### src/rtl/pe_stream_tx.sv
// Frames one (dest, len) command plus len stream words onto the 64-bit PE link; header goes out 1 cycle after accept, each beat 1 cycle after acceptance.
// Backpressure: Q_BP is registered (BP_R) and gates both header emission and S_TREADY, giving the PE a 1-cycle reaction window.
module pe_stream_tx #(
  parameter logic [15:0] HDR_TAG = 16'hFC01,
  parameter int          LEN_W   = 32
) (
  input  logic             CLK,
  input  logic             SYS_RST,
  input  logic             CMD_VALID,
  output logic             CMD_READY,
  input  logic [15:0]      CMD_DEST,
  input  logic [LEN_W-1:0] CMD_LEN,
  input  logic [63:0]      S_TDATA,
  input  logic             S_TVALID,
  output logic             S_TREADY,
  output logic [63:0]      Q,
  output logic             Q_VALID,
  input  logic             Q_BP,
  output logic             BUSY,
  output logic             DONE
);

  typedef enum logic [1:0] {IDLE, HDR, BODY, FIN} state_t;

  state_t             state, state_nxt;
  logic [15:0]        dest_r;
  logic [LEN_W-1:0]   len_r;
  logic [LEN_W-1:0]   cnt;
  logic               bp_r;
  logic               cmd_acc;
  logic               hdr_send;
  logic               beat_acc;

  always_ff @(posedge CLK or posedge SYS_RST) begin
    if (SYS_RST) state <= IDLE;
    else         state <= state_nxt;
  end

  always_comb begin
    state_nxt = state;
    CMD_READY = 1'b0;
    S_TREADY  = 1'b0;
    cmd_acc   = 1'b0;
    hdr_send  = 1'b0;
    beat_acc  = 1'b0;
    case (state)
      IDLE: begin
        CMD_READY = 1'b1;
        if (CMD_VALID) begin
          cmd_acc   = 1'b1;
          state_nxt = HDR;
        end
      end
      HDR: begin
        if (!bp_r) begin
          hdr_send  = 1'b1;
          state_nxt = (len_r == '0) ? FIN : BODY;
        end
      end
      BODY: begin
        S_TREADY = !bp_r;
        if (S_TVALID && !bp_r) begin
          beat_acc = 1'b1;
          // counter holds words still owed, so the last beat exits with it at 1
          if (cnt == LEN_W'(1)) state_nxt = FIN;
        end
      end
      FIN:     state_nxt = IDLE;
      default: state_nxt = IDLE;
    endcase
  end

  always_ff @(posedge CLK or posedge SYS_RST) begin
    if (SYS_RST) begin
      Q       <= '0;
      Q_VALID <= 1'b0;
      BUSY    <= 1'b0;
      DONE    <= 1'b0;
      cnt     <= '0;
      dest_r  <= '0;
      len_r   <= '0;
      bp_r    <= 1'b1;
    end else begin
      bp_r    <= Q_BP;
      DONE    <= (state == FIN);
      Q_VALID <= hdr_send || beat_acc;
      if (cmd_acc) begin
        dest_r <= CMD_DEST;
        len_r  <= CMD_LEN;
        cnt    <= CMD_LEN;
        BUSY   <= 1'b1;
      end
      if (hdr_send) Q <= {HDR_TAG, dest_r, 32'(len_r)};
      if (beat_acc) begin
        Q   <= S_TDATA;
        cnt <= cnt - LEN_W'(1);
      end
      if (state == FIN) BUSY <= 1'b0;
    end
  end

endmodule

### config.mk
export PLATFORM = sky130hd
export DESIGN_NAME = pe_stream_tx
export DESIGN_NICKNAME = d
export VERILOG_FILES = /design/src/rtl/pe_stream_tx.sv
export SDC_FILE = /design/constraint.sdc
export NUM_CORES = 1
export LEC_CHECK = 0
export ABC_AREA = 1
export BUFFER_PORTS_ARGS = -buffer_cell sky130_fd_sc_hd__buf_2
export CORE_ASPECT_RATIO = 0.5
export CORE_UTILIZATION = 48
export CTS_BUF_LIST = sky130_fd_sc_hd__clkbuf_16
export CTS_CLUSTER_DIAMETER = 200
export CTS_CLUSTER_SIZE = 20
export DETAILED_ROUTE_END_ITERATION = 12
export PLACE_DENSITY = 0.76
export RECOVER_POWER = 100
export SYNTH_ARGS = -nofsm -noshare
export SYNTH_HDL_FRONTEND = slang
export SYNTH_SLANG_ARGS = --single-unit
export TNS_END_PERCENT = 10
### constraint.sdc
create_clock -name CLK -period 4.9 [get_ports CLK]
set_clock_uncertainty 0.1 [all_clocks]
set_input_delay 0.735 -clock CLK [delete_from_list [all_inputs] [get_ports CLK]]
set_output_delay 0.735 -clock CLK [all_outputs]
set_load 0.01 [all_outputs]
# After elaboration in Yosys (flattened, before gate mapping)

Cells that the tools add are included.

Bits in registers: 150
Input port bits: 117
Output and inout bits: 69
Logic and storage cells: 47

Add/subtract/negate cells: 1
Eq/ne operators: 8
Mux-type cells: 20
Reductions and logical operators: 9

Operator list:

| cell                                                  | count |
|---|---|
| 2-to-1 mux 64 bit                                     | 2 |
| 2-to-1 mux 32 bit                                     | 2 |
| equality test 32 x 1 -> 1 bit (second input constant) | 1 |
| logical NOT 32 bit                                    | 1 |
| subtractor 32 x 1 -> 32 bit (second input constant)   | 1 |
| 2-to-1 mux 1 bit                                      | 11 |
| 2-to-1 mux 2 bit                                      | 4 |
| inequality test 2 bit (second input constant)         | 4 |
| case mux 2 bit (4 select lines)                       | 1 |
| nonzero test 2 bit                                    | 3 |
| equality test 2 bit (second input constant)           | 2 |
| AND reduction 4 bit                                   | 1 |
| equality test 2 x 1 -> 1 bit (second input constant)  | 1 |
| logical NOT 2 bit                                     | 1 |
| logical AND 1 bit                                     | 1 |
| logical NOT 1 bit                                     | 1 |
| logical OR 1 bit                                      | 1 |

# Depth between registers and ports, before layout

Gate-level depths: netlist (run 1).

Word-level depth: 5
Mapped depth: 11
Depth with buffers taken out: 11

# Worst setup path before layout (run 1)

Ideal clock, no wire load.

Kind: reg2reg
Start: register state[0]
End: register BUSY
Setup time: 116 ps
Arrival: 1498 ps
Data required time: 4684 ps
Path slack: 3186 ps
Stages on the path, launching flop included: 9
Buffers on the path: 2
Period minus slack after synthesis: 1714 ps
Path through: dfrtp_1 > inv_1 > ha_1 > nand2_1 > clkinv_1 > buf_2 > buf_2 > nor2_1 > nor2_1

Cells in the longest elaborated chain, start to end: 3
Elaborated cells between the ends (all ways): 5
Classes of those cells: eq/ne: 1; mux: 2; reduce/logical: 2

Ends and longest elaborated chain:

| item                         | line | text |
|---|---|---|
| start, declared              | 25   | `state_t state, state_nxt;` |
| start signal, assigned       | 36   | `else state <= state_nxt;` |
| logical NOT 2 bit            | 46   | `case (state)` |
| 2-to-1 mux 1 bit             | 46   |  |
| nonzero test 2 bit (no line) | -    |  |
| end signal, assigned         | 77   | `BUSY <= 1'b0;` |
| end signal, assigned         | 91   | `BUSY <= 1'b1;` |
| end signal, assigned         | 98   | `if (state == FIN) BUSY <= 1'b0;` |
| end, declared                | 19   | `output logic BUSY,` |

Parallel ways exist; a longest one is shown, timed or not.
A chain may end at the register's enable or synchronous reset.

# Final worst setup path (run 1)

Start: register state[0]
End: register cnt[30]

Cells in the longest elaborated chain, start to end: 3
Elaborated cells between the ends (all ways): 6
Classes of those cells: eq/ne: 1; mux: 3; reduce/logical: 2

Ends and longest elaborated chain:

| item                                                            | line | text |
|---|---|---|
| equality test 2 bit / logical NOT 2 bit (equally long branches) | 46   |  |
| 2-to-1 mux 1 bit                                                | 46   |  |
| 2-to-1 mux 32 bit / nonzero test 2 bit (equally long branches)  | -    |  |
| end signal, assigned                                            | 96   | `cnt <= cnt - LEN_W'(1);` |
| end, declared                                                   | 28   | `logic [LEN_W-1:0] cnt;` |

Parallel ways exist; a longest one is shown, timed or not.

==> results of run 1 <==
cell type report:
type	instances	area share
clock inverter	15	0.0174
tap	198	0.0282
timing repair buffer	194	0.102
clock buffer	17	0.0485
multi-input combinational	650	0.345
inverter	72	0.0315
sequential	150	0.428
cell usage in the layout, fill, tap and decap left out, types with 3 or more instances in the layout:
cell        Yosys  routed
clkbuf_16       0      17
o22ai_1        10      10
nor2_2          6       5
clkbuf_1       12      74
o21ai_0        29      29
buf_2          20     115
nand3_1       105     105
inv_6           0       5
buf_4           2       5
ha_1            6       6
nand2_1       341     341
nor2_4          4       5
nand2_2         2       3
dfrtp_1       149     149
clkinvlp_4      0       3
nor2_1         75      75
xor2_1          9       9
o311ai_0        0       9
inv_1          68      69
a21oi_1        14      14
o21bai_1        3       3
o211ai_1        6       6
a22o_1          9       9
o22a_1          7       7
metrics by stage:
| stage | cell area, um^2 | worst slack, ns | hold slack (ns) | utilization | cells |
|---|---|---|---|---|---|
| floorplan | 7260 | 0.0303 | 0.350 | - | 912 |
| global placement | 8300 | 2.06 | 0.358 | 0.568 | 1264 |
| detailed placement | 8300 | 1.94 | 0.366 | 0.568 | 1264 |
| CTS | 8880 | 1.93 | 0.299 | 0.607 | 1296 |
| global route | 8770 | 1.07 | 0.294 | 0.600 | 1296 |
| finish | 8770 | 1.39 | 0.307 | 0.600 | 1296 |
flip-flops by register name (all words and copies together), names as in the netlist:
signal   cells
Q           64
cnt         32
len_r       32
dest_r      16
state        2
BUSY         1
DONE         1
Q_VALID      1
bp_r         1
critical path: stages, from the launching register on:
cell,delay (ns)
dfrtp_1,0.43
inv_1,0.10
ha_1,0.26
nand2_2,0.08
clkbuf_1,1.61
nand2_1,0.19
buf_4,0.31
o22ai_1,0.17
inv_1,0.06
nand2_1,0.06
cells by family after synthesis:
| logic type | Yosys count | share of synthesized area |
|---|---|---|
| fa+ha+maj | 6 | 0.0103 |
| xor+xnor | 9 | 0.0109 |
| buf+inv | 112 | 0.0668 |
| simple gates | 542 | 0.312 |
| compound gates | 93 | 0.0830 |
| flops | 150 | 0.517 |
layer usage:
metal | routed length (um) | GRT usage | up-vias
met5 | 0 | 0 | -
met4 | 279 | 0.0980 | 0
met3 | 1450 | 0.0527 | 24
met2 | 8640 | 0.406 | 227
met1 | 9040 | 0.356 | 3178
li1 | - | - | 3282
path summary, 6_finish.rpt:
check / start / to / cells past startpoint
worst max-delay path: state[0] / cnt[30] / 9
min in group asynchronous: SYS_RST / Q[55] / 2
worst min-delay path: Q_BP / bp_r / 1
max in group asynchronous: SYS_RST / dest_r[2] / 3
worst min register to register: dest_r[11] / dest_r[11] / 2
worst max register to register: state[0] / cnt[30] / 9
power breakdown:
| part | switching [uW] | internal [uW] | leakage [uW] |
|---|---|---|---|
| clock network | 550 | 752 | 0.000279 |
| logic | 1320 | 714 | 0.00232 |
| registers | 397 | 1810 | 0.00186 |
==> results.py, run 1 <==
metrics = {
    "route": {
        "drc": 0,
        "first_pass_iters": 5,
        "wl_per_cell_um": 15.0,
        "route.vias.total": 6711,
        "postRouteAntennaNets": 0,
        "drtIter0Drc": 473,
        "routed_via_density": 5.18,
        "drt-total-wl_um": 19400,
    },
    "clocking": {
        "post-cts-setup-buffers": 0,
        "clk_latency_ns": 0.42,
        "h-tree-depth": 4,
        "post_cts_resize_count": 0,
        "path_clk_slew_ns": 0.07,
        "numCtsBuffers": 17,
        "hold_buffers": 0,
        "cts_tree": "done",
        "clock-sinks": 150,
        "clock_path_buffers": 2,
        "cts_root_buf": "clkbuf_16",
    },
    "timing": {
        "tns_ns": 0,
        "fin_crit_ns": 3.51,
        "slew_headroom": -0.523,
        "worst_pin_slew_ns": 2.28,
        "fmax_mhz": 285,
        "finalCritPeriodShare": 0.716,
        "maxSlewViolCount": 116,
        "hold_viol_final": 0,
        "grt_setup_unrepaired": "false",
        "setup_viol": 0,
    },
    "pwr": {
        "pwr_density_cell_nw_per_um2": 632,
        "p_leak_uw": 0.00446,
        "total_power_uw": 5550,
        "irDropWorstVdd_v": 0.000283,
    },
    "synth": {
        "synth_cells": 912,
        "synth_top_area_share": 0.513,
        "synth_area_leaders": "dfrtp_1, nand2_1, nand3_1",
        "syn-num-nets": 1035,
        "async_reset_ff_frac": 1.00,
        "ys_seq_area_frac": 0.517,
        "synth_edf_count": 0,
        "yosysTopAreaCell": "dfrtp_1",
        "yosysMostFrequentCell": "nand2_1",
        "syn-mean-instance-area_um2": 7.96,
        "synth_area_um2": 7260,
        "ys_ff_latch": 150,
        "synth_warnings": 0,
        "synthFlopType": "dfrtp_1",
        "ys_types": 36,
        "synth_top_cells_by_count": "nand2_1, dfrtp_1, nand3_1, nor2_1, inv_1",
    },
    "global_routing": {
        "grtUsageTotal": 0.258,
        "antenna_found_initial": 0,
        "grt_pass1_vias": 6395,
        "overflow": 0,
        "grt_pass1_wl_um": 31300,
        "grt_start_max_net_pins": 89,
    },
    "cells_and_area": {
        "drive_above_1_share": 0.156,
        "diodes": 0,
        "area_growth_syn_to_layout_pct": 20.8,
        "multi_input_area_um2": 3020,
        "layout.area.seq_um2": 3750,
        "nNetsFinal": 1208,
        "nFillCells": 1346,
    },
    "die": {
        "rows": 31,
        "core-area_um2": 14600,
        "initial_core_util": 0.497,
        "design.die.area_um2": 15700,
        "num_io_pins": 186,
        "die_h_um": 89.0,
        "die_w_um": 176,
    },
    "placement": {
        "gp_routability_congestion": 0.901,
        "hpwlAfterDp_um": 13200,
        "portBuffers": 185,
    },
    "outcome": {
        "status": "finished with violations",
        "violations": "capacitance limit, slew limit",
    },
    "flow_run": {
        "cap_violations": 3,
    },
    "min_path": {
        "hold_class": "input pin to flop",
    },
    "critical_path": {
        "crit_fanout": 49,
        "crit_path_end_kind": "flop",
        "crit_required_ns": 5.15,
        "reg2reg_slack_ns": 1.39,
        "cp-start-kind": "flop",
        "crit_type": "flop to flop",
        "arrival_ns": 3.76,
    },
}
(Power assumes the default switching activity.)
==> run 2, diff against run 1 <==
CORE_UTILIZATION = 53   (was 48)
PLACE_DENSITY = 0.8   (was 0.76)
clock period = 3.5 ns   (was 4.9 ns; I/O delays follow)
==> run 2 against run 1 <==
Against the previous run: the flow still finishes with violations (capacitance limit, slew limit); non-clock buffer count grew 2; wire length is 4.0% lower; combinational power up 39%; setup slack got worse by 0.84 ns; die area down 9.3%; clock power up 51%; first-iteration DRC count increased by 2.7%; design area rose by 0.41%; core utilization up 7.6 points; maximum frequency up 19%; global-route usage is 1.7 points higher; count of clock-buffer cells in the layout stayed put; critical endpoint is now cnt[10].
==> results.py, run 2 (synthesized netlist as in run 1, its figures left out) <==
metrics = {
    "timing": {
        "worst_pin_slew_ns": 1.83,
        "grt_setup_unrepaired": "false",
        "hold_viol_final": 0,
        "slew_headroom": -0.220,
        "fin_crit_ns": 2.94,
        "fmax_mhz": 340,
        "tns_ns": 0,
        "setup_slack_ns": 0.556,
        "setup_viol": 0,
        "finalCritPeriodShare": 0.841,
        "maxSlewViolCount": 132,
    },
    "route": {
        "routed_via_density": 5.29,
        "first_pass_iters": 5,
        "drc": 0,
        "drt-total-wl_um": 18600,
        "route.vias.total": 6715,
        "drtIter0Drc": 486,
        "wl_per_cell_um": 14.7,
        "postRouteAntennaNets": 0,
    },
    "die": {
        "rows": 29,
        "num_io_pins": 186,
        "die_w_um": 168,
        "core-area_um2": 13000,
        "design.die.area_um2": 14200,
        "initial_core_util": 0.558,
        "die_h_um": 84.8,
    },
    "global_routing": {
        "overflow": 0,
        "grtUsageTotal": 0.274,
        "grt_start_max_net_pins": 132,
        "grt_pass1_wl_um": 30600,
        "antenna_found_initial": 0,
        "grt_pass1_vias": 6414,
    },
    "cells_and_area": {
        "final_common_cell": "nand2_1",
        "nNetsFinal": 1210,
        "drive_above_1_share": 0.159,
        "diodes": 0,
        "reg.largest.list": "Q: 64 flops, cnt: 32 flops, len_r: 32 flops",
        "largest_reg_flops": 64,
        "final_cell_mix": "nand2_1, dfrtp_1, buf_2",
        "nFillCells": 1141,
        "area_growth_syn_to_layout_pct": 21.3,
        "max_flop_register": "Q",
    },
    "pwr": {
        "intPower_uw": 4690,
        "clkPwrFrac": 0.248,
        "p_leak_uw": 0.00451,
        "p_sw_frac": 0.406,
        "seq_power_share": 0.392,
        "total_power_uw": 7890,
        "pwr_density_cell_nw_per_um2": 896,
        "combinationalPowerShare": 0.360,
        "irDropWorstVdd_v": 0.000438,
        "net-switching-power_uw": 3210,
    },
    "critical_path": {
        "cp-start-kind": "flop",
        "arrival_ns": 3.13,
        "crit_required_ns": 3.69,
        "crit_type": "flop to flop",
        "crit_fanout": 49,
        "rr_endpoint": "cnt[10]",
        "reg2reg_slack_ns": 0.56,
        "reg2regPathDepth": 8,
        "rr_startpoint": "state[0]",
        "crit_path_end_kind": "flop",
    },
    "clocking": {
        "post_cts_resize_count": 0,
        "clk_latency_ns": 0.43,
        "cts_tree": "done",
        "h-tree-depth": 4,
        "clock_path_buffers": 2,
        "numCtsBuffers": 17,
        "path_clk_slew_ns": 0.07,
        "clock-sinks": 150,
        "post-cts-setup-buffers": 0,
        "cts_root_buf": "clkbuf_16",
        "hold_buffers": 0,
    },
    "placement": {
        "portBuffers": 185,
        "hpwlAfterDp_um": 12800,
        "gp_routability_congestion": 0.903,
        "dp_slack_ns": 0.865,
    },
    "outcome": {
        "violations": "capacitance limit, slew limit",
        "status": "finished with violations",
    },
    "min_path": {
        "min_to": "bp_r",
        "hold_class": "input pin to flop",
        "hold_depth": 1,
        "hp-start": "Q_BP",
    },
    "flow_run": {
        "cap_violations": 1,
    },
}
[run 2: worst max-delay path, cell delays in order (launching register included)]
cell and delay (ns):
dfrtp_1 0.44, inv_1 0.11, ha_1 0.21, nand2_1 0.08, clkbuf_2 0.62, nand2_1 0.29
clkbuf_1 0.63, o22ai_1 0.12, o21bai_1 0.19
[run 2: metal layers]
layer	vias to the layer above	track usage	routed length, um
li1	3286	-	-
met1	3149	0.373	8680
met2	245	0.441	8360
met3	35	0.0618	1300
met4	0	0.0867	297
met5	-	0	0
[run 2: area by class of cell]
type,count,area (um^2),area share
sequential,150,3750,0.426
clock inverter,15,209,0.0237
timing repair buffer,196,918,0.104
multi-input combinational,650,3010,0.342
inverter,72,274,0.0311
clock buffer,17,425,0.0483
tap,170,213,0.0242
[run 2: how the worst max path moves through the flow]
stage | cells after the start | end | slack [ns] | startpoint
after global placement | 9 | Q[0] | 1.0 | state[0]
after floorplan | 1 | BUSY | 0.99 | SYS_RST
after CTS | 9 | Q[26] | 0.86 | state[0]
final | 8 | cnt[10] | 0.56 | state[0]
after global routing | 9 | Q[23] | 0.28 | state[0]
after detailed placement | 9 | Q[23] | 0.87 | state[0]
[run 2: power by group through the flow]
| stage | sequential [uW] | clock (uW) | combinational, uW |
|---|---|---|---|
| floorplan | 3150 | 0 | 1920 |
| global placement | 3070 | 0 | 2830 |
| detailed placement | 3090 | 0 | 2940 |
| CTS | 3070 | 1990 | 2980 |
| global route | 3190 | 2070 | 3230 |
| finish | 3100 | 1960 | 2840 |
[run 2: per-stage QoR]
step	cell area [um^2]	hold WS (ns)	util	instances
detailed placement	8310	0.363	0.638	1238
floorplan	7270	0.350	-	912
CTS	8940	0.0155	0.686	1270
global placement	8310	0.358	0.638	1238
global route	8810	0.0780	0.676	1270
finish	8810	0.0921	0.676	1270
